### src/rtl/uart_frame_pkg.sv
// Shared definitions for the UART frame decoder: FSM states, error codes, default SOF.
// No logic, no latency.
// Not applicable: no flow control in a package.
package uart_frame_pkg;

  // Decoder FSM states
  typedef enum logic [2:0] {
    ST_HUNT    = 3'd0,
    ST_LEN     = 3'd1,
    ST_PAYLOAD = 3'd2,
    ST_CSUM    = 3'd3,
    ST_SEND    = 3'd4
  } state_e;

  // Error codes reported on o_err_code
  localparam logic [1:0] ERR_LEN  = 2'd0;
  localparam logic [1:0] ERR_CSUM = 2'd1;
  localparam logic [1:0] ERR_TMO  = 2'd2;

  // Default start-of-frame marker
  localparam logic [7:0] SOF_DEFAULT = 8'hA5;

  // Address width for a register file of the given depth (at least one bit)
  function automatic int unsigned addr_width(input int unsigned depth);
    return (depth > 1) ? $clog2(depth) : 1;
  endfunction

endpackage

### src/rtl/uart_frame_buf.sv
// Payload store: DEPTH x WIDTH_DATA register file, synchronous write, registered read.
// Read data appears the cycle after re_i; write lands at the clock edge.
// No backpressure: single write and read port, both always accepted.
module uart_frame_buf #(
  parameter int unsigned WIDTH_DATA = 8,
  parameter int unsigned DEPTH      = 16,
  parameter int unsigned AW         = 4
) (
  input  logic                  clk_i,
  input  logic                  rst_ni,
  input  logic                  we_i,
  input  logic [AW-1:0]         waddr_i,
  input  logic [WIDTH_DATA-1:0] wdata_i,
  input  logic                  re_i,
  input  logic [AW-1:0]         raddr_i,
  output logic [WIDTH_DATA-1:0] rdata_o
);

  logic [WIDTH_DATA-1:0] mem_q [DEPTH];
  logic [WIDTH_DATA-1:0] rdata_q;

  // Storage array: written on demand, deliberately left without reset
  always_ff @(posedge clk_i) begin
    if (we_i) begin
      mem_q[waddr_i] <= wdata_i;
    end
  end

  // Read register: only loads when asked, so the output holds otherwise
  always_ff @(posedge clk_i or negedge rst_ni) begin
    if (!rst_ni) begin
      rdata_q <= '0;
    end else if (re_i) begin
      rdata_q <= mem_q[raddr_i];
    end
  end

  assign rdata_o = rdata_q;

endmodule

### src/rtl/uart_frame_rx.sv
// Frame decoder behind a UART rx buffer: SOF, length, payload, checksum; replays good payloads.
// First payload byte and o_ok appear one cycle after the checksum byte is consumed; 1 byte/clk.
// Upstream is stalled (o_re=0) while replaying; replay holds o_data/o_valid/o_last while i_ready=0.
// Optional inter-byte timeout is compiled in with `define UART_FRAME_RX_TIMEOUT_EN.
module uart_frame_rx
  import uart_frame_pkg::*;
#(
  parameter int unsigned          WIDTH_DATA = 8,
  parameter int unsigned          MAX_LEN    = 16,
  parameter logic [WIDTH_DATA-1:0] SOF       = WIDTH_DATA'(SOF_DEFAULT),
  parameter int unsigned          TIMEOUT    = 1000
) (
  input  logic                  i_clk,
  input  logic                  i_nrst,
  input  logic [WIDTH_DATA-1:0] i_data,
  input  logic                  i_rdy,
  output logic                  o_re,
  output logic [WIDTH_DATA-1:0] o_data,
  output logic                  o_valid,
  input  logic                  i_ready,
  output logic                  o_last,
  output logic                  o_ok,
  output logic                  o_err,
  output logic [1:0]            o_err_code
);

  localparam int unsigned CW = $clog2(MAX_LEN + 1);
  localparam int unsigned AW = addr_width(MAX_LEN);
  localparam logic [WIDTH_DATA-1:0] MAX_LEN_W = WIDTH_DATA'(MAX_LEN);

  // Refuse to elaborate with a length range the counters cannot represent
  if (MAX_LEN < 1 || MAX_LEN > 255 || TIMEOUT < 1) begin : g_bad_param
    $error("uart_frame_rx: MAX_LEN must be 1..255 and TIMEOUT at least 1");
  end

  state_e                state_q, state_d;
  logic [CW-1:0]         len_q, len_d;
  logic [CW-1:0]         wr_q, wr_d;
  logic [CW-1:0]         rd_q, rd_d;
  logic [WIDTH_DATA-1:0] sum_q, sum_d;
  logic                  valid_q, valid_d;
  logic                  last_q, last_d;
  logic                  ok_q, ok_d;
  logic                  err_q, err_d;
  logic [1:0]            code_q, code_d;

  logic                  buf_we;
  logic                  buf_re;
  logic [AW-1:0]         buf_raddr;
  logic [WIDTH_DATA-1:0] buf_rdata;

  logic [WIDTH_DATA-1:0] csum_total;
  logic [CW-1:0]         len_last_idx;
  logic [CW-1:0]         rd_inc;
  logic                  len_bad;
  logic                  tmo_hit;

  // Pop only when a byte is there and we are not busy replaying
  assign o_re = i_rdy && (state_q != ST_SEND);

  assign csum_total   = sum_q + i_data;
  assign len_last_idx = len_q - CW'(1);
  assign rd_inc       = rd_q + CW'(1);
  assign len_bad      = (i_data == '0) || (i_data > MAX_LEN_W);

`ifdef UART_FRAME_RX_TIMEOUT_EN
  localparam int unsigned TW = $clog2(TIMEOUT + 1);

  logic [TW-1:0] tmo_q, tmo_d;
  logic          in_frame;

  assign in_frame = (state_q == ST_LEN) || (state_q == ST_PAYLOAD) || (state_q == ST_CSUM);
  assign tmo_hit  = in_frame && !o_re && (tmo_q == TW'(TIMEOUT - 1));

  // Inter-byte counter: cleared by every pop, counts only while mid-frame
  always_comb begin
    tmo_d = '0;
    if (!o_re && in_frame) begin
      tmo_d = tmo_q + TW'(1);
    end
  end

  // Timeout counter register
  always_ff @(posedge i_clk or negedge i_nrst) begin
    if (!i_nrst) begin
      tmo_q <= '0;
    end else begin
      tmo_q <= tmo_d;
    end
  end
`else
  assign tmo_hit = 1'b0;
`endif

  // FSM next state, counters, checksum and registered stream/pulse outputs
  always_comb begin
    state_d   = state_q;
    len_d     = len_q;
    wr_d      = wr_q;
    rd_d      = rd_q;
    sum_d     = sum_q;
    valid_d   = valid_q;
    last_d    = last_q;
    ok_d      = 1'b0;
    err_d     = 1'b0;
    code_d    = code_q;
    buf_we    = 1'b0;
    buf_re    = 1'b0;
    buf_raddr = rd_inc[AW-1:0];

    unique case (state_q)
      ST_HUNT: begin
        if (o_re && (i_data == SOF)) begin
          state_d = ST_LEN;
        end
      end

      ST_LEN: begin
        if (o_re) begin
          if (len_bad) begin
            err_d   = 1'b1;
            code_d  = ERR_LEN;
            state_d = ST_HUNT;
          end else begin
            len_d   = i_data[CW-1:0];
            sum_d   = i_data;
            wr_d    = '0;
            state_d = ST_PAYLOAD;
          end
        end else if (tmo_hit) begin
          err_d   = 1'b1;
          code_d  = ERR_TMO;
          state_d = ST_HUNT;
        end
      end

      ST_PAYLOAD: begin
        if (o_re) begin
          buf_we = 1'b1;
          sum_d  = csum_total;
          if (wr_q == len_last_idx) begin
            state_d = ST_CSUM;
          end else begin
            wr_d = wr_q + CW'(1);
          end
        end else if (tmo_hit) begin
          err_d   = 1'b1;
          code_d  = ERR_TMO;
          state_d = ST_HUNT;
        end
      end

      ST_CSUM: begin
        if (o_re) begin
          if (csum_total == '0) begin
            // Prefetch payload byte 0 so it is on o_data alongside o_ok
            ok_d      = 1'b1;
            valid_d   = 1'b1;
            last_d    = (len_q == CW'(1));
            rd_d      = '0;
            buf_re    = 1'b1;
            buf_raddr = '0;
            state_d   = ST_SEND;
          end else begin
            err_d   = 1'b1;
            code_d  = ERR_CSUM;
            state_d = ST_HUNT;
          end
        end else if (tmo_hit) begin
          err_d   = 1'b1;
          code_d  = ERR_TMO;
          state_d = ST_HUNT;
        end
      end

      ST_SEND: begin
        if (valid_q && i_ready) begin
          if (last_q) begin
            valid_d = 1'b0;
            last_d  = 1'b0;
            rd_d    = '0;
            wr_d    = '0;
            state_d = ST_HUNT;
          end else begin
            rd_d   = rd_inc;
            buf_re = 1'b1;
            last_d = (rd_inc == len_last_idx);
          end
        end
      end

      default: begin
        state_d = ST_HUNT;
      end
    endcase
  end

  // State and output registers
  always_ff @(posedge i_clk or negedge i_nrst) begin
    if (!i_nrst) begin
      state_q <= ST_HUNT;
      len_q   <= '0;
      wr_q    <= '0;
      rd_q    <= '0;
      sum_q   <= '0;
      valid_q <= 1'b0;
      last_q  <= 1'b0;
      ok_q    <= 1'b0;
      err_q   <= 1'b0;
      code_q  <= ERR_LEN;
    end else begin
      state_q <= state_d;
      len_q   <= len_d;
      wr_q    <= wr_d;
      rd_q    <= rd_d;
      sum_q   <= sum_d;
      valid_q <= valid_d;
      last_q  <= last_d;
      ok_q    <= ok_d;
      err_q   <= err_d;
      code_q  <= code_d;
    end
  end

  uart_frame_buf #(
    .WIDTH_DATA (WIDTH_DATA),
    .DEPTH      (MAX_LEN),
    .AW         (AW)
  ) u_buf (
    .clk_i   (i_clk),
    .rst_ni  (i_nrst),
    .we_i    (buf_we),
    .waddr_i (wr_q[AW-1:0]),
    .wdata_i (i_data),
    .re_i    (buf_re),
    .raddr_i (buf_raddr),
    .rdata_o (buf_rdata)
  );

  assign o_data     = buf_rdata;
  assign o_valid    = valid_q;
  assign o_last     = last_q;
  assign o_ok       = ok_q;
  assign o_err      = err_q;
  assign o_err_code = code_q;

endmodule

### config.mk
export PLATFORM = sky130hd
export DESIGN_NAME = uart_frame_rx
export DESIGN_NICKNAME = d
export VERILOG_FILES = /design/src/rtl/uart_frame_pkg.sv /design/src/rtl/uart_frame_buf.sv /design/src/rtl/uart_frame_rx.sv
export SDC_FILE = /design/constraint.sdc
export NUM_CORES = 1
export LEC_CHECK = 0
export BUFFER_PORTS_ARGS = -buffer_cell sky130_fd_sc_hd__buf_4
export CAP_MARGIN = 20
export CORE_ASPECT_RATIO = 1.75
export CORE_UTILIZATION = 50
export DETAILED_ROUTE_END_ITERATION = 10
export GPL_TIMING_DRIVEN = 0
export PLACE_DENSITY = 0.66
export SETUP_SLACK_MARGIN = 0.05
export SYNTH_ARGS = -nofsm -noshare
export SYNTH_HDL_FRONTEND = slang
export SYNTH_SLANG_ARGS = --single-unit
export TNS_END_PERCENT = 1
### constraint.sdc
create_clock -name i_clk -period 9.15 [get_ports i_clk]
set_clock_uncertainty 0.1 [all_clocks]
set_input_delay 0 -clock i_clk [delete_from_list [all_inputs] [get_ports i_clk]]
set_output_delay 0 -clock i_clk [all_outputs]
set_load 0.02 [all_outputs]
==> flow_metrics.py <==
metrics = {
    "global_route": {
        "grt_pass1_vias": 5362,
        "overflow": 0,
        "grt_use_total_pct": 25.8,
        "grt_max_degree": 40,
        "antenna_found_initial": 0,
        "grt_pass1_wl_mm": 29.5,
    },
    "die": {
        "die_w_um": 95.8,
        "start_util_pct": 51.3,
        "io_pins": 27,
        "die-area_um2": 15900,
        "core_area_um2": 15000,
        "die_h_um": 166,
        "std_cell_rows": 59,
    },
    "synthesis": {
        "syn_inst": 584,
        "ys_seq_area_share_pct": 62.6,
        "synthAdderAreaFrac_pct": 2.54,
        "yosysTopAreaCell": "edfxtp_1",
        "synthSimpleGateAreaFrac_pct": 12.1,
        "syn_avg_cell_area_um2": 13.2,
        "netlist.area_leader.share_pct": 50.0,
        "synth.most_common_cell": "edfxtp_1",
        "synthTopCellsByArea": "edfxtp_1 (50%), dfrtp_1 (13%), mux4_2 (5.0%)",
        "syn_area_um2": 7690,
        "async_reset_ff_share_pct": 23.4,
        "synth_xor_area_share_pct": 2.28,
        "synth_ff_type": "edfxtp_1",
        "ys_seq_elements": 167,
        "synth_warnings": 0,
        "synth_top_family_by_area": "simple AND/OR/NAND/NOR gates",
        "muxShareOfSynthArea_pct": 8.33,
        "synth_cell_types": 60,
        "syn_nets": 611,
        "synth_enable_flop_cells": 128,
        "ys_top_cells_by_count": "edfxtp_1 (128), nor2_1 (52), nand2_1 (47), o21ai_0 (45), dfrtp_1 (39)",
        "synth_compound_area_share_pct": 10.2,
    },
    "clock_network": {
        "clock-root-buffer": "clkbuf_16",
        "clock_sinks": 167,
        "clock_latency_ps": 430,
        "cts_tree": "built",
        "clock_path_buffers": 2,
        "htree_levels": 4,
        "cts_made_buffers": 17,
        "cts-resized-gates": 0,
        "path_clk_slew_ps": 70,
    },
    "routing": {
        "firstDrtPassIters": 6,
        "wl_mm": 19.4,
        "detail-route-antenna-nets": 0,
        "wl_per_cell_um": 23.1,
        "drc_errors": 0,
        "vias_per_cell": 6.32,
        "vias": 5305,
        "drt_iter0_drc": 456,
    },
    "cells_and_area": {
        "drive_gt1_share_pct": 15.7,
        "antenna_cells": 0,
        "area_growth_pct": 14.8,
        "nNetsFinal": 671,
    },
    "power": {
        "ir_drop_v": 0.000173,
        "p_leak_nw": 3.17,
        "cellPowerDensity_nw_per_um2": 234,
    },
    "critical_path": {
        "cp-start-kind": "input port",
        "critPathRequiredTime_ps": 9410,
        "worstSetupEndpointType": "register",
        "crit_chain": "dlygate4sd3_1 > buf_4 > ha_1 > fa_1 > a211oi_1 > or4b_1 > nand4_2 > a2111oi_2 > buf_2 > a21oi_1 > a31oi_1 > or3_1",
        "crit_fanout": 21,
        "critPathMaxStageDelay_ps": 550,
        "path_class": "input port to register",
        "crit_arrival_ps": 3950,
        "crit_path_top_delay_cell": "a2111oi_2",
    },
    "timing": {
        "slew-limit-headroom_pct": 26.6,
        "rsz0062_at_grt": "no",
        "slew_viol_final": 0,
        "setup_viol": 0,
        "finalHoldViolCount": 16,
        "hold_slack_ps": -12.7,
        "postLayoutSetupSlackWorst_ps": 5460,
        "tns_ps": 0,
        "fmax_mhz": 271,
        "finalCriticalPeriod_ps": 3690,
        "period_share_pct": 40.3,
        "worstMarginPinSlew_ps": 1090,
    },
    "run": {
        "maxCapViolations": 0,
    },
    "place": {
        "gp_congestion": 0.903,
        "port_buffers": 25,
        "dp_hpwl_mm": 13.4,
        "dp_slack_ps": 5550,
    },
    "status": {
        "status": "complete, but fails checks",
        "violations": "hold timing",
    },
    "min_path": {
        "timing.hold.worst.class": "input port to async pin",
    },
}
worst paths after layout:
kind / to / start / cells past startpoint / slack (ps)
max in group asynchronous: u_buf.rdata_o[0] / i_nrst / 2 / 8590
hold reg to reg: sum_q[5] / sum_q[5] / 2 / 380
setup / recovery: u_buf.rdata_o[2] / i_data[0] / 12 / 5460
setup reg to reg: u_buf.rdata_o[2] / sum_q[0] / 10 / 5470
min in group i_clk: sum_q[7] / i_rdy / 4 / 30
hold / removal: o_valid / i_nrst / 2 / -10
cells by family (layout without fill, tap and decap cells):
| logic type | after synthesis | in the layout |
|---|---|---|
| buffers and inverters | 35 | 108 |
| AO/OA/AOI/OAI | 120 | 120 |
| adder cells (fa/ha/maj) | 15 | 15 |
| multiplexers | 42 | 42 |
| flip-flops | 167 | 167 |
| AND/OR/NAND/NOR | 184 | 184 |
| other | 1 | 1 |
| XOR/XNOR | 20 | 20 |
layer usage:
| metal | track usage, % | vias to the layer above | share of wire (%) |
|---|---|---|---|
| li1 | - | 2357 | - |
| met5 | 0 | - | 0 |
| met3 | 4.81 | 60 | 4.8 |
| met1 | 30.0 | 2653 | 38 |
| met4 | 12.0 | 0 | 4.5 |
| met2 | 44.8 | 235 | 53 |
report_power, final:
| group | internal, mW | switching, mW | total [mW] |
|---|---|---|---|
| logic | 0.178 | 0.285 | 0.463 |
| clock network | 0.367 | 0.334 | 0.701 |
| registers | 0.866 | 0.0396 | 0.906 |
what timing repair did:
action / CTS / global route
setup buffers: 0 / 0
hold endpoints to repair: 178 / 0
hold buffers: 10 / 0
cell type report:
| type | count | area (um2) |
|---|---|---|
| Fill cell | 1198 | 6150 |
| Sequential cell | 167 | 4820 |
| Multi-Input combinational cell | 382 | 2720 |
| Clock buffer | 18 | 429 |
| Timing Repair Buffer | 41 | 320 |
| Tap cell | 183 | 229 |
| Clock inverter | 14 | 160 |
| Buffer | 28 | 124 |
| Inverter | 7 | 26.3 |
critical path, delay by kind of cell:
family                     cells  cell delay [ps]
AOI/OAI and AO/OA              4             1530
adders and majority gates      2              720
buffers and inverters          3             1080
and+or+nand+nor                3              590
through the flow:
| step | utilization, % | instances | total power [mW] | hold slack [ps] | instance area (um2) |
|---|---|---|---|---|---|
| final | 58.9 | 840 | 2.07 | -12.7 | 8830 |
| after global routing | 58.9 | 840 | 2.16 | 26.4 | 8830 |
| after CTS | 58.9 | 838 | 2.07 | 4.26 | 8820 |
| after detailed placement | 54.3 | 796 | 1.38 | -84.5 | 8130 |
| after global placement | 54.1 | 792 | 1.35 | -87.8 | 8110 |
| after floorplan | - | 584 | 1.25 | -396 | 7690 |
registers in the layout, summed over array words and instances, names as in the netlist, 3 cells and up:
signal,flops
u_buf.rdata_o,8
u_buf.mem_q,128
rd_q,5
state_q,3
len_q,5
wr_q,5
sum_q,8
cell usage in the layout (no fill, tap or decap), types with 9 or more instances in the layout:
| master | Yosys | final |
|---|---|---|
| nor3_1 | 13 | 13 |
| buf_2 | 6 | 11 |
| xnor2_1 | 13 | 13 |
| mux2i_1 | 19 | 19 |
| and3_1 | 10 | 10 |
| o211ai_1 | 10 | 10 |
| buf_4 | 1 | 26 |
| mux4_2 | 17 | 17 |
| nand3_1 | 16 | 16 |
| clkbuf_16 | 0 | 17 |
| or3_1 | 10 | 10 |
| clkbuf_1 | 16 | 17 |
| a21oi_1 | 11 | 11 |
| nor3b_1 | 9 | 9 |
| o21ai_0 | 45 | 45 |
| nand2_1 | 47 | 47 |
| dlygate4sd3_1 | 0 | 10 |
| ha_1 | 14 | 14 |
| nor2_1 | 52 | 52 |
| a31oi_1 | 15 | 15 |
| dfrtp_1 | 39 | 39 |
| edfxtp_1 | 128 | 128 |
(Power assumes the default switching activity.)
